--- src/rtl/bec_codec_arbiter.sv ---
// Two-requester arbiter in front of a shared (44,32) burst-5 encoder/decoder
// (generator x^12 + x^7 + 1) with a one-entry result buffer and saturating event counters.
module bec_codec_arbiter #(
  parameter int CNT_W = 16
) (
  input  logic             clk,
  input  logic             rst,
  input  logic             a_valid,
  output logic             a_ready,
  input  logic             a_op,
  input  logic [43:0]      a_data,
  input  logic             b_valid,
  output logic             b_ready,
  input  logic             b_op,
  input  logic [43:0]      b_data,
  output logic             rsp_valid,
  input  logic             rsp_ready,
  output logic             rsp_src,
  output logic [43:0]      rsp_data,
  output logic             rsp_corr,
  output logic             rsp_resid,
  input  logic             cnt_clr,
  output logic [CNT_W-1:0] corr_cnt,
  output logic [CNT_W-1:0] resid_cnt
);

  localparam logic [11:0] GEN = 12'h081;

  // Remainder of msg(x)*x^12 mod g(x); msg[31] is the highest-degree term (codeword bit 43).
  function automatic logic [11:0] enc_parity(input logic [31:0] msg);
    logic [11:0] rem;
    logic        fb;
    rem = '0;
    for (int j = 31; j >= 0; j--) begin
      fb  = msg[j] ^ rem[11];
      rem = {rem[10:0], 1'b0} ^ (fb ? GEN : 12'h000);
    end
    return rem;
  endfunction

  typedef enum logic {EMPTY, FULL} state_t;

  state_t           state_reg, state_next;
  logic             rr_reg;
  logic             slot_free, grant_a, grant_b, accept;
  logic             op_sel;
  logic [43:0]      data_sel;
  logic [11:0]      par_sel, syn;
  logic [11:0]      s_chain [0:43];
  logic [43:0]      err_vec [0:43];
  logic [43:0]      match;
  logic [43:0]      err, corrected;
  logic             dec_corr, dec_resid;
  logic [43:0]      res_data;
  logic             res_corr, res_resid;
  logic             rsp_src_reg, rsp_corr_reg, rsp_resid_reg;
  logic [43:0]      rsp_data_reg;
  logic [CNT_W-1:0] corr_cnt_reg, resid_cnt_reg;

  // Operand selection and shared encoder.
  assign op_sel   = grant_b ? b_op : a_op;
  assign data_sel = grant_b ? b_data : a_data;
  assign par_sel  = enc_parity(data_sel[43:12]);
  assign syn      = par_sel ^ data_sel[11:0];

  // s_chain[p] = syndrome * x^-p mod g; a burst starting at bit p leaves it confined to bits [4:0].
  assign s_chain[0] = syn;
  for (genvar gi = 1; gi < 44; gi++) begin : g_chain
    assign s_chain[gi] = {s_chain[gi-1][0],
                          s_chain[gi-1][11:1] ^ (s_chain[gi-1][0] ? GEN[11:1] : 11'h000)};
  end

  for (genvar gi = 0; gi < 44; gi++) begin : g_trap
    logic [48:0] burst_wide;
    assign burst_wide  = 49'(s_chain[gi][4:0]) << gi;
    assign err_vec[gi] = burst_wide[43:0];
    assign match[gi]   = s_chain[gi][0] && (s_chain[gi][11:5] == 7'd0) && (burst_wide[48:44] == 5'd0);
  end

  // Lowest start position wins when several bursts explain the syndrome.
  always_comb begin
    err = '0;
    for (int p = 43; p >= 0; p--) begin
      if (match[p]) err = err_vec[p];
    end
  end

  assign corrected = data_sel ^ err;
  assign dec_corr  = |err[43:12];
  assign dec_resid = enc_parity(corrected[43:12]) != data_sel[11:0];

  assign res_data  = op_sel ? {corrected[43:12], 12'h000} : {data_sel[43:12], par_sel};
  assign res_corr  = op_sel && dec_corr;
  assign res_resid = op_sel && dec_resid;

  always_ff @(posedge clk or posedge rst) begin
    if (rst) state_reg <= EMPTY;
    else     state_reg <= state_next;
  end

  always_comb begin
    slot_free  = (state_reg == EMPTY) || rsp_ready;
    grant_a    = slot_free && a_valid && (!b_valid || !rr_reg);
    grant_b    = slot_free && b_valid && (!a_valid || rr_reg);
    accept     = grant_a || grant_b;
    state_next = state_reg;
    case (state_reg)
      EMPTY:   if (accept) state_next = FULL;
      FULL:    if (rsp_ready && !accept) state_next = EMPTY;
      default: state_next = EMPTY;
    endcase
  end

  assign a_ready = grant_a && !rst;
  assign b_ready = grant_b && !rst;

  always_ff @(posedge clk or posedge rst) begin
    if (rst) begin
      rr_reg        <= 1'b0;
      rsp_src_reg   <= 1'b0;
      rsp_data_reg  <= '0;
      rsp_corr_reg  <= 1'b0;
      rsp_resid_reg <= 1'b0;
    end else if (accept) begin
      rr_reg        <= grant_a;
      rsp_src_reg   <= grant_b;
      rsp_data_reg  <= res_data;
      rsp_corr_reg  <= res_corr;
      rsp_resid_reg <= res_resid;
    end
  end

  always_ff @(posedge clk or posedge rst) begin
    if (rst) begin
      corr_cnt_reg  <= '0;
      resid_cnt_reg <= '0;
    end else if (cnt_clr) begin
      corr_cnt_reg  <= '0;
      resid_cnt_reg <= '0;
    end else begin
      if (accept && res_corr && (corr_cnt_reg != '1))
        corr_cnt_reg <= corr_cnt_reg + CNT_W'(1);
      if (accept && res_resid && (resid_cnt_reg != '1))
        resid_cnt_reg <= resid_cnt_reg + CNT_W'(1);
    end
  end

  assign rsp_valid = (state_reg == FULL);
  assign rsp_src   = rsp_src_reg;
  assign rsp_data  = rsp_data_reg;
  assign rsp_corr  = rsp_corr_reg;
  assign rsp_resid = rsp_resid_reg;
  assign corr_cnt  = corr_cnt_reg;
  assign resid_cnt = resid_cnt_reg;

endmodule

--- config.mk ---
export PLATFORM = sky130hd
export DESIGN_NAME = bec_codec_arbiter
export DESIGN_NICKNAME = d
export VERILOG_FILES = /design/src/rtl/bec_codec_arbiter.sv
export SDC_FILE = /design/constraint.sdc
export NUM_CORES = 1
export LEC_CHECK = 0
export CAP_MARGIN = 20
export CORE_MARGIN = 3
export CORE_UTILIZATION = 65
export DETAILED_ROUTE_END_ITERATION = 16
export DONT_BUFFER_PORTS = 1
export GPL_ROUTABILITY_DRIVEN = 1
export PLACE_DENSITY_LB_ADDON = 0.08
export SLEW_MARGIN = 20
export SYNTH_ARGS = -nofsm -noshare
export SYNTH_HDL_FRONTEND = slang
export SYNTH_SLANG_ARGS = --single-unit
--- constraint.sdc ---
create_clock -name clk -period 8 [get_ports clk]
set_input_delay 0.4 -clock clk [delete_from_list [all_inputs] [get_ports clk]]
set_output_delay 0.4 -clock clk [all_outputs]
set_load 0.02 [all_outputs]
# ---- Word level (Yosys, flattened, before mapping)
# Cells that the tools add are included.
dict set report word_totals {
  rom_bits 0
  input_bits 96
  n_memories 0
  reg_bits 81
  mem_bits_rw 0
  latch_bits 0
  output_inout_bits 82
  elab_cells 465
}
dict set report op_classes {
  eq_ne 3
  n_reduce_logical 121
  n_addsub 2
  muxes 161
  shifts 0
  n_lt_le_gt_ge 0
  div_mod_pow 0
  multipliers 0
  bitwise 170
}
# operator count
set ops {}
lappend ops {{44-bit two-way mux} 46}
lappend ops {{12-bit by 8-bit bitwise XOR with 12-bit output} 47}
lappend ops {{8-bit two-way mux} 64}
lappend ops {{11-bit by 7-bit bitwise XOR with 11-bit output} 43}
lappend ops {{7-bit logical NOT} 44}
lappend ops {{7-bit two-way mux} 43}
lappend ops {{12-bit bitwise XOR} 10}
lappend ops {{16-bit two-way mux} 4}
lappend ops {{1-bit logical AND} 61}
lappend ops {{1-bit bitwise XOR} 54}
lappend ops {{44-bit bitwise XOR} 1}
lappend ops {{16-bit by 1-bit adder with 16-bit output (second input constant)} 2}
lappend ops {{16-bit inequality test (second input constant)} 2}
lappend ops {{32-bit OR reduction} 1}
lappend ops {{11-bit by 8-bit bitwise XOR with 11-bit output} 2}
lappend ops {{5-bit logical NOT} 4}
lappend ops {{10-bit by 8-bit bitwise XOR with 10-bit output} 2}
lappend ops {{9-bit by 8-bit bitwise XOR with 9-bit output} 2}
lappend ops {{12-bit inequality test} 1}
lappend ops {{1-bit bitwise XOR (second input constant)} 8}
lappend ops {{1-bit logical NOT} 5}
lappend ops {{1-bit logical OR} 4}
lappend ops {{2-bit nonzero test} 2}
lappend ops {{1-bit two-way mux} 3}
lappend ops {{other kinds (2)} 2}

# ---- Depth between registers and ports, before layout
dict set report logic_depth {
  ltp_word 320
  mapped_depth 23
  ltp_nobuf 18
}

# ---- Least setup slack after synthesis
# No wires, ideal clock.
dict set report synth_path {
  path_kind {flip-flop to flip-flop}
  start {reg state_reg, in the netlist rsp_valid}
  end {reg resid_cnt_reg[1], in the netlist resid_cnt[1]}
  setup_slack_ns 1.885
  n_path_buf 2
  required_time_ns 7.868
  arrival_time_ns 5.983
  setup_ns 0.132
  path_stages_with_launch 21
  cell_sequence {dfrtp_1 nor2b_1 nor3_2 mux2i_1 xnor3_2 xnor2_2 a2111oi_0 o211ai_1 nor2_1 o31ai_2 nor2_1 xnor3_1 xnor3_2 or3b_2 nor3_1 and4bb_1 o31ai_4 buf_4 buf_4 mux2i_1 nor2_1}
}
dict set report synth_between {
  elab_chain_cells 198
}
# item line
set synth_rtl {}
lappend synth_rtl {{start: declaration} 43} ;# state_t state_reg, state_next;
lappend synth_rtl {{start signal: assignment} 98} ;# else state_reg <= state_next;
lappend synth_rtl {{1-bit NOT *} 102} ;# slot_free = (state_reg == EMPTY) || rsp_ready;
lappend synth_rtl {{1-bit logical OR *} 102}
lappend synth_rtl {{1-bit logical AND (2 in a row)} 104} ;# grant_b = slot_free && b_valid && (!a_valid || rr_reg);
lappend synth_rtl {{44-bit two-way mux} 62} ;# assign data_sel = grant_b ? b_data : a_data;
lappend synth_rtl {{1-bit bitwise XOR} 35} ;# fb = msg[j] ^ rem[11];
lappend synth_rtl {{8-bit two-way mux} 36} ;# rem = {rem[10:0], 1'b0} ^ (fb ? GEN : 12'h000);
lappend synth_rtl {{9-bit by 8-bit bitwise XOR with 9-bit output} 36}
lappend synth_rtl {{10-bit by 8-bit bitwise XOR with 10-bit output} 36}
lappend synth_rtl {{[175 not listed]} --}
lappend synth_rtl {{12-bit bitwise XOR (5 in a row)} 36}
lappend synth_rtl {{1-bit bitwise XOR} 35}
lappend synth_rtl {{8-bit two-way mux} 36}
lappend synth_rtl {{12-bit bitwise XOR (2 in a row)} 36}
lappend synth_rtl {{12-bit inequality test} 90} ;# assign dec_resid = enc_parity(corrected[43:12]) != data_sel[11:0];
lappend synth_rtl {{1-bit logical AND} 94} ;# assign res_resid = op_sel && dec_resid;
lappend synth_rtl {{1-bit logical AND * (2 in a row)} 143} ;# if (accept && res_resid && (resid_cnt_reg != '1))
lappend synth_rtl {{2-bit nonzero test (no line) *} --}
lappend synth_rtl {{end signal: assignment} 144} ;# resid_cnt_reg <= resid_cnt_reg + CNT_W'(1);
lappend synth_rtl {{end: declaration} 58} ;# logic [CNT_W-1:0] corr_cnt_reg, resid_cnt_reg;
# Mark *: on every way between the ends. The rest lies on a longest branch, timed or not.
# A chain may end at the register's enable or synchronous reset.

# ---- Worst setup path in the final report
dict set report layout_path {
  start {reg state_reg, in the netlist rsp_valid}
  end {reg resid_cnt_reg[13], in the netlist resid_cnt[13]}
}
# The elaborated chain is that of the path after synthesis.

==> metrics.txt <==
Root Buffer Master=clkbuf_16; worst-margin pin slew=1.091 ns; Critical Path Source Type=flop; mux contribution to synthesized area=0.09850; Worst Setup End Kind=flop; vias in the first global route=9138; global-route wire length before repair=54920 um; mapped cell area=10520 um2; Via Count=9337; critical-path cell list=nor2b_1 -> nor3_4 -> buf_4 -> mux2i_2 -> xnor2_1 -> xnor2_1 -> and2_1 -> nand4_1 -> xnor2_1 -> xnor3_1 -> xnor3_1 -> xnor3_1 -> nand4_1 -> o31ai_1 -> a311oi_1 -> o31ai_4 -> buf_4 -> or4_1 -> a21oi_1; clk sinks=81; Adder-Cell Fraction of Synth Area=0.002379; CP max stage delay=0.57 ns; final wirelength=36490 um; Synth Instances=1124; Layout area overhead=5.782%; die area=17740 um2; Power Total=0.004539 W; complex-gate fraction of the synthesized area=0.1342; later-pin clock latency in the skew report=0.37 ns; clk buf depth=2; fin worst setup slack=0.7596 ns; Starting DRT DRC Count=1219; f_max=138.1 MHz; post-synthesis sequential area ratio=0.1927; pwr dens=408.0 nW/um2; CP max stage cell=buf_4; leakage=4.800 nW; Max Slew Vio Count=0; gr ovfl total=0; leading area contributor after synthesis=dfrtp_1; Setup Buffers After CTS=0; total core area=15540 um2; Worst Path Required=8.29 ns; outcome=complete, no violations; max cap viols=0; Die Height=133.2 um; ys async rst share=1.000; placed inst area=10780 um2; # diodes=0; Slew HR=0.2673; die width=133.2 um; Tcrit/Tclk final=0.9051; FILL cells=1197; number of synthesized flops with an enable pin=0; largest family of logic cells by synthesized area=XOR/XNOR gates; Layout Nets=1211; maximum VDD drop=0.2287 mV; Period minus WS final=7.240 ns; cts hold-fix bufs=1; Worst-path clk slew=0.07 ns; share of post-route cells with drive strength above 1=0.09481; vias per cell=7.026; worst min path class=input port to flop; H-tree depth=3; Post-Syn Area per Cell=9.357 um2; IO buf count=0; post-synth top area share=0.1927; Tot GR Track Use=0.4056; design area=11130 um2; synthesized net count=1222; Synth Flop Type=dfrtp_1; Initial Utilization=0.6768; Seq cells post-synth=81; Synth cell types=85; post-DR wirelength/cell=27.45 um; dpl ws=1.024 ns; skew final=0.01349 ns; CTS Buf Count=9; pin count of the biggest net entering global routing=59; Top Ports=178; row count=45; ranking of synthesized cells by area=dfrtp_1, xnor2_1, xnor3_1; setup violators final=0; DRC errors left=0; TritonCTS clock tree=done; Hold Vio Cnt, Final=0; Post-Synth XOR/XNOR Area=0.3712; DR pass1 iterations=6; Hold Slack=0.09588 ns; WS Path Type=flop to flop; Post-Route Setup TNS=0 ns; initial antenna violation count=1; post-DP HPWL=29000 um; Yosys warning count=0; number of routed nets with antenna violations=0; Largest register FFs=44; Placer Congestion=1.032; Post-Synth Simple-Gate Area=0.1764; RSZ-0062 raised after global routing=false; Critical Path AT=7.53 ns; post-cts gate resize count=0; crit path max fanout=36
[placed cells by master, fill, tap and decap left out, drive strengths merged, types with 20 or more instances in the layout]
| cell type | instances |
|---|---|
| nand2 | 94 |
| o221ai | 20 |
| buf | 22 |
| nand4 | 21 |
| xor2 | 66 |
| a21oi | 43 |
| nand3 | 38 |
| dfrtp | 81 |
| o21ai | 46 |
| xnor2 | 182 |
| nor2 | 74 |
| mux2i | 85 |
| xnor3 | 59 |
| nor3 | 27 |
[synth_stat cells (all sizes together), types with 4 or more instances]
master / number
nor4: 14
a211oi: 6
and2: 7
inv: 16
nand2b: 8
o211ai: 8
mux2: 10
nand3: 38
and3: 10
a31oi: 6
nand4b: 4
a21oi: 43
o21ai: 46
or4: 14
nand2: 94
o221ai: 20
o31ai: 13
nor3: 27
or2: 11
dfrtp: 81
clkbuf: 28
xor3: 13
a2111oi: 5
xor2: 66
a221o: 12
and4: 4
nor3b: 4
or3: 19
nor2b: 7
xnor2: 182
nand4: 21
mux2i: 85
a31o: 4
xnor3: 59
buf: 17
nor2: 74
a21o: 4
[final cells by class]
cell class | count | area, um2 | share of cell area
Clock inverter | 7 | 106.4 | 0.009559
Timing Repair Buffer | 23 | 175.2 | 0.01574
Multi-Input combinational cell | 981 | 8263 | 0.7427
Sequential cell | 81 | 2027 | 0.1822
Inverter | 17 | 65.06 | 0.005848
Clock buffer | 9 | 225.2 | 0.02024
Tap cell | 211 | 264.0 | 0.02373
[worst max-delay path: cells and delay by family (launching register included)]
kind	cells	cell delay, ns
AOI/OAI and AO/OA	4	0.89
xor gates and xnor gates	6	2.70
buffers and inverters	2	0.81
DFF	1	0.47
muxes	1	0.56
and+or+nand+nor	6	1.69
[stage by stage]
| stage | util | std cells |
|---|---|---|
| floorplan | - | 1124 |
| global placement | 0.6940 | 1312 |
| detailed placement | 0.6940 | 1312 |
| CTS | 0.7159 | 1329 |
| global route | 0.7159 | 1329 |
| finish | 0.7159 | 1329 |
[cell families (layout without fill, tap and decap cells)]
group / count (synthesis) / after routing
simple gates: 364 / 364
xor+xnor: 320 / 320
compound gates: 200 / 200
mux: 95 / 95
flops: 81 / 81
buf+inv: 62 / 56
fa+ha+maj: 2 / 2
[report_power, final]
| group | switching [W] | internal [W] |
|---|---|---|
| sequential | 0.000212 | 0.000509 |
| clock | 0.000207 | 0.000280 |
| combinational | 0.00198 | 0.00135 |
[worst paths after layout]
path / from / end / slack (ns) / cells past startpoint
max: rsp_valid$_DFF_PP0_ / resid_cnt[13]$_DFFE_PP0P_ / 0.76 / 19
max reg2reg: rsp_valid$_DFF_PP0_ / resid_cnt[13]$_DFFE_PP0P_ / 0.76 / 19
min: cnt_clr / corr_cnt[6]$_DFFE_PP0P_ / 0.1 / 1
max in group asynchronous: rst / resid_cnt[4]$_DFFE_PP0P_ / 6.34 / 3
min reg2reg: rr_reg$_DFFE_PP0P_ / rr_reg$_DFFE_PP0P_ / 0.54 / 2
min in group asynchronous: rst / rsp_data[5]$_DFFE_PP0P_ / 0.52 / 2
[layer usage]
layer	GRT usage	up-vias	routed length, um	part of all wire
met5	0	-	13	0.00036
met4	0.2291	2	2404	0.066
met3	0.1246	134	4390	0.12
met2	0.6425	656	16380	0.45
met1	0.4928	4465	13300	0.36
li1	-	4080	-	-
(Power assumes the default switching activity.)
